$ cat src/rtl/gps_zda_gen.sv
// NMEA $GPZDA sentence generator streaming ASCII bytes over AXI-stream to a UART.
// Define NMEA_CHECKSUM_EN for the 38-byte frame with "*CS"; undefined gives the 35-byte frame.
module gps_zda_gen #(
    parameter logic [15:0] TALKER  = 16'h4750,
    parameter logic [7:0]  ZONE_HH = 8'h00,
    parameter logic [7:0]  ZONE_MM = 8'h00
) (
    input  logic        clk,
    input  logic        rst,
    input  logic        start,
    input  logic [31:0] time_bcd,
    input  logic [31:0] date_bcd,
    output logic [7:0]  axis_tdata,
    output logic        axis_tvalid,
    input  logic        axis_tready,
    output logic        busy,
    output logic        done,
    output logic        bad_digit
);

    typedef enum logic [1:0] {
        S_IDLE,
        S_SEND,
        S_DONE
    } state_t;

`ifdef NMEA_CHECKSUM_EN
    localparam logic [5:0] LAST_IDX = 6'd37;
`else
    localparam logic [5:0] LAST_IDX = 6'd34;
`endif

    state_t      state_q, state_d;
    logic [5:0]  idx_q, idx_d;
    logic [31:0] time_q, time_d;
    logic [31:0] date_q, date_d;
    logic        bad_q, bad_d;
    logic [7:0]  byte_c;
    logic        fire;
    logic        last;
    logic        capture;
    logic        bad_in;
`ifdef NMEA_CHECKSUM_EN
    logic [7:0]  csum_q, csum_d;
`endif

    function automatic logic [7:0] dig(input logic [3:0] n);
        return (n > 4'd9) ? 8'h3F : {4'h3, n};
    endfunction

    function automatic logic [7:0] hexc(input logic [3:0] n);
        return (n > 4'd9) ? (8'h37 + {4'h0, n}) : {4'h3, n};
    endfunction

    assign fire    = axis_tvalid && axis_tready;
    assign last    = (idx_q == LAST_IDX);
    assign capture = (state_q == S_IDLE) && start;

    always_comb begin
        bad_in = 1'b0;
        for (int unsigned i = 0; i < 8; i++) begin
            if (time_bcd[4*i +: 4] > 4'd9 || date_bcd[4*i +: 4] > 4'd9) begin
                bad_in = 1'b1;
            end
        end
    end

    always_ff @(posedge clk) begin
        if (rst) begin
            state_q <= S_IDLE;
            idx_q   <= '0;
            time_q  <= '0;
            date_q  <= '0;
            bad_q   <= 1'b0;
`ifdef NMEA_CHECKSUM_EN
            csum_q  <= '0;
`endif
        end else begin
            state_q <= state_d;
            idx_q   <= idx_d;
            time_q  <= time_d;
            date_q  <= date_d;
            bad_q   <= bad_d;
`ifdef NMEA_CHECKSUM_EN
            csum_q  <= csum_d;
`endif
        end
    end

    always_comb begin
        state_d = state_q;
        case (state_q)
            S_IDLE:  if (start) state_d = S_SEND;
            S_SEND:  if (fire && last) state_d = S_DONE;
            S_DONE:  state_d = S_IDLE;
            default: state_d = S_IDLE;
        endcase
    end

    always_comb begin
        idx_d  = idx_q;
        time_d = time_q;
        date_d = date_q;
        bad_d  = bad_q;
`ifdef NMEA_CHECKSUM_EN
        csum_d = csum_q;
`endif
        if (capture) begin
            idx_d  = '0;
            time_d = time_bcd;
            date_d = date_bcd;
            bad_d  = bad_in;
`ifdef NMEA_CHECKSUM_EN
            csum_d = '0;
`endif
        end else if (fire) begin
            idx_d = last ? '0 : idx_q + 6'd1;
`ifdef NMEA_CHECKSUM_EN
            // Bytes 1..32 are everything between '$' and '*'.
            if (idx_q != 6'd0 && idx_q < 6'd33) begin
                csum_d = csum_q ^ byte_c;
            end
`endif
        end
    end

    always_comb begin
        byte_c = 8'h00;
        case (idx_q)
            6'd0:    byte_c = 8'h24;
            6'd1:    byte_c = TALKER[15:8];
            6'd2:    byte_c = TALKER[7:0];
            6'd3:    byte_c = 8'h5A;
            6'd4:    byte_c = 8'h44;
            6'd5:    byte_c = 8'h41;
            6'd6:    byte_c = 8'h2C;
            6'd7:    byte_c = dig(time_q[31:28]);
            6'd8:    byte_c = dig(time_q[27:24]);
            6'd9:    byte_c = dig(time_q[23:20]);
            6'd10:   byte_c = dig(time_q[19:16]);
            6'd11:   byte_c = dig(time_q[15:12]);
            6'd12:   byte_c = dig(time_q[11:8]);
            6'd13:   byte_c = 8'h2E;
            6'd14:   byte_c = dig(time_q[7:4]);
            6'd15:   byte_c = dig(time_q[3:0]);
            6'd16:   byte_c = 8'h2C;
            6'd17:   byte_c = dig(date_q[31:28]);
            6'd18:   byte_c = dig(date_q[27:24]);
            6'd19:   byte_c = 8'h2C;
            6'd20:   byte_c = dig(date_q[23:20]);
            6'd21:   byte_c = dig(date_q[19:16]);
            6'd22:   byte_c = 8'h2C;
            6'd23:   byte_c = dig(date_q[15:12]);
            6'd24:   byte_c = dig(date_q[11:8]);
            6'd25:   byte_c = dig(date_q[7:4]);
            6'd26:   byte_c = dig(date_q[3:0]);
            6'd27:   byte_c = 8'h2C;
            6'd28:   byte_c = dig(ZONE_HH[7:4]);
            6'd29:   byte_c = dig(ZONE_HH[3:0]);
            6'd30:   byte_c = 8'h2C;
            6'd31:   byte_c = dig(ZONE_MM[7:4]);
            6'd32:   byte_c = dig(ZONE_MM[3:0]);
`ifdef NMEA_CHECKSUM_EN
            6'd33:   byte_c = 8'h2A;
            6'd34:   byte_c = hexc(csum_q[7:4]);
            6'd35:   byte_c = hexc(csum_q[3:0]);
            6'd36:   byte_c = 8'h0D;
            6'd37:   byte_c = 8'h0A;
`else
            6'd33:   byte_c = 8'h0D;
            6'd34:   byte_c = 8'h0A;
`endif
            default: byte_c = 8'h00;
        endcase
    end

    always_comb begin
        axis_tvalid = (state_q == S_SEND);
        busy        = (state_q == S_SEND);
        done        = (state_q == S_DONE);
        axis_tdata  = (state_q == S_SEND) ? byte_c : '0;
        bad_digit   = bad_q;
    end

endmodule

$ cat config.mk
export PLATFORM = sky130hd
export DESIGN_NAME = gps_zda_gen
export DESIGN_NICKNAME = d
export VERILOG_FILES = /design/src/rtl/gps_zda_gen.sv
export SDC_FILE = /design/constraint.sdc
export NUM_CORES = 1
export LEC_CHECK = 0
export ABC_AREA = 1
export CORE_UTILIZATION = 45
export CTS_CLUSTER_SIZE = 10
export DETAILED_ROUTE_END_ITERATION = 16
export HOLD_SLACK_MARGIN = 0.12
export PLACE_DENSITY = 0.82
export SLEW_MARGIN = 20
export SYNTH_ARGS = -nofsm -noshare
export SYNTH_HDL_FRONTEND = slang
export SYNTH_SLANG_ARGS = --single-unit
$ cat constraint.sdc
create_clock -name clk -period 2.3 [get_ports clk]
set_clock_uncertainty 0.2 [all_clocks]
set_input_delay 0.46 -clock clk [delete_from_list [all_inputs] [get_ports clk]]
set_output_delay 0.46 -clock clk [all_outputs]
set_load 0.02 [all_outputs]
==> metrics.cfg <==
[run_status]
outcome=complete, but fails checks
violations=setup timing

[timing]
period_minus_slack_ps=2700
finalHoldViolations=0
setup_tns_ps=-2370
final.period_utilization=1.18
max_freq_ghz=0.370
slew_viol_final=0
rsz0062_at_grt=yes
setup_viol=7
layout_setup_ws_ps=-404
hold_ws_ps=264

[critical_path]
cp_data_required_time_ps=1640
critPathKind=flop to output pin
cp_data_arrival_time_ps=2040
cp_max_fo=5
reg2reg_slack_ps=320
cp-end-kind=output pin
worstSetupStartpointType=flop

[yosys]
ys_ff_latch=73
syn_area_per_cell_um2=6.23
yosysTopAreaCellShare=0.359
yosysMostFrequentCell=nand2_1
syn-num-nets=727
synth-seq-area-share=0.359
ys_types=25
synth-main-ff-cell=dfxtp_1
postSynthCellCount=654
synth_edf_count=0
syn_area_mm2=0.00408
synth_area_leaders=dfxtp_1, o21ai_0, nand2_1, nor2_1, inv_1
synth_common_cells=nand2_1, o21ai_0, nor2_1, inv_1, dfxtp_1
ys.warnings.count=0
synth_top_cell_by_area=dfxtp_1
synthArstFlopShare=0

[finish]
design_area_mm2=0.00634
layout-drive-gt1-share=0.252
area_growth_pct=55.5
register_area_mm2=0.00148
fillCellCount=706
multiInputGateArea_mm2=0.00267
antennaDiodeCount=0
finalNetCount=878

[global_routing]
grt_max_degree=105
antenna_found_initial=0
grt_pass1_vias=4949
globalRouteOverflowTotal=0
grt_pass1_wl_mm=23.9
grtUsageTotal=0.319

[clocking]
clk_path_buf_depth=2
clkSinkCount=73
clkTransAtPathRegs_ps=90
numCtsBuffers=9
clk_latency_ps=350
cts_tree=built
root_buffer=clkbuf_8
hold_buffers=0
htree_num_levels=3

[die]
die_h_um=97.2
boundaryPins=80
fp.dieW_um=97.2
rows=34
start_util=0.465
core_area_mm2=0.00876
die-area_mm2=0.00944

[place]
placement.io_buffers=78
hpwl_mm=11.1
placed_area_mm2=0.00549
place_congestion=1.07

[route]
drt_pass1_iterations=5
drt-total-wl_mm=15.1
remaining_drc_errors=0
drtAntennaViolNets=0
avgViaCountPerCell=5.49
post_drt_wl_per_cell_um=16.5
drt_iter0_drc=248
via_count=5038

[power_and_ir_drop]
p_leak_nw=2.81
power_density_mw_per_mm2=504
vdd_drop_max_uv=341

[hold_path]
hold_class=flop to flop

[run]
max-cap-violations=0

==> power by group <==
part           total (mW)  switching, mW  internal, mW
Sequential           1.42         0.0487          1.37
Combinational       0.666          0.364         0.302
Clock                1.11          0.544         0.567
Total                3.19          0.957          2.24
==> per-stage QoR <==
| step | std cells | total power, mW | setup WS, ps | util |
|---|---|---|---|---|
| 2_1_floorplan | 654 | 1.75 | 2.94 | - |
| 3_3_place_gp | 892 | 2.04 | -712 | 0.626 |
| 3_5_place_dp | 892 | 2.06 | -684 | 0.626 |
| 4_1_cts | 915 | 3.18 | -332 | 0.708 |
| 5_1_grt | 918 | 3.33 | -495 | 0.723 |
| 6_report | 918 | 3.19 | -404 | 0.723 |
==> flip-flops by register name, summed over array words and instances, names as in the netlist <==
register   cells
date_q        32
state_q        2
bad_digit      1
idx_q          6
time_q        32
==> path summary, 6_finish.rpt <==
| check | cells after the start | end | start |
|---|---|---|---|
| setup / recovery | 13 | axis_tdata[3] | idx_q[0] |
| hold / removal | 2 | time_q[12] | time_q[12] |
| setup reg to reg | 10 | idx_q[3] | idx_q[0] |
| hold reg to reg | 2 | time_q[12] | time_q[12] |
==> worst max-delay path, stage by stage (launching register included) <==
cell and delay [ps]:
dfxtp_4 380, buf_6 120, ha_4 190, nand3_2 90, buf_6 110, buf_6 110, nor3_4 40, nor2_2 130
nand2_1 70, nor2_1 120, nand3_1 90, nand2_1 90, inv_2 40, buf_6 120
==> what timing repair did <==
action / CTS / global route
resized for setup: 154 / 32
buffers inserted: 8 / 4
pin swaps: 41 / 38
cloned: 1 / 0
setup endpoints to repair: 9 / 7
==> final cells by class <==
| class | count | area share |
|---|---|---|
| tap | 108 | 0.0213 |
| sequential | 73 | 0.233 |
| clock buffer | 11 | 0.0239 |
| clock inverter | 5 | 0.00987 |
| inverter | 79 | 0.0476 |
| timing repair buffer | 166 | 0.243 |
| multi-input combinational | 476 | 0.421 |
==> cells in the final DEF (no fill, tap or decap), types with 2 or more instances in the layout <==
cell	instances
a21oi_1	55
nand3_1	22
clkdlybuf4s50_1	69
buf_12	4
nand2_4	4
buf_6	19
o21ai_1	3
nand4_1	10
dlygate4sd2_1	2
nand2_1	127
nor3_1	7
ha_4	5
a31oi_1	2
nor2_1	61
o21ai_0	103
nor2_2	20
nor2_4	18
inv_2	7
nand3_4	9
clkbuf_8	11
nand3_2	8
inv_1	70
clkinvlp_4	2
inv_4	2
nand2_2	10
nor3b_1	2
dfxtp_1	68
xor2_1	2
buf_4	71
dfxtp_4	4
==> layer usage <==
metal | wire [um] | vias up | GRT usage
li1 | - | 2418 | -
met1 | 6380 | 2350 | 0.384
met2 | 7020 | 196 | 0.535
met3 | 899 | 74 | 0.0568
met4 | 845 | 0 | 0.178
met5 | 0 | - | 0
==> kinds of logic (layout without fill, tap and decap cells) <==
group / Yosys count / in the layout / synth area share
AOI/OAI and AO/OA: 167 / 167 / 0.207
xor gates and xnor gates: 2 / 2 / 0.00430
adders and majority gates: 5 / 5 / 0.0153
buffers and inverters: 105 / 261 / 0.106
DFF: 73 / 73 / 0.359
other: 1 / 1 / 0.000920
and+or+nand+nor: 301 / 301 / 0.308
No activity file was read; power rests on OpenSTA's default activity.
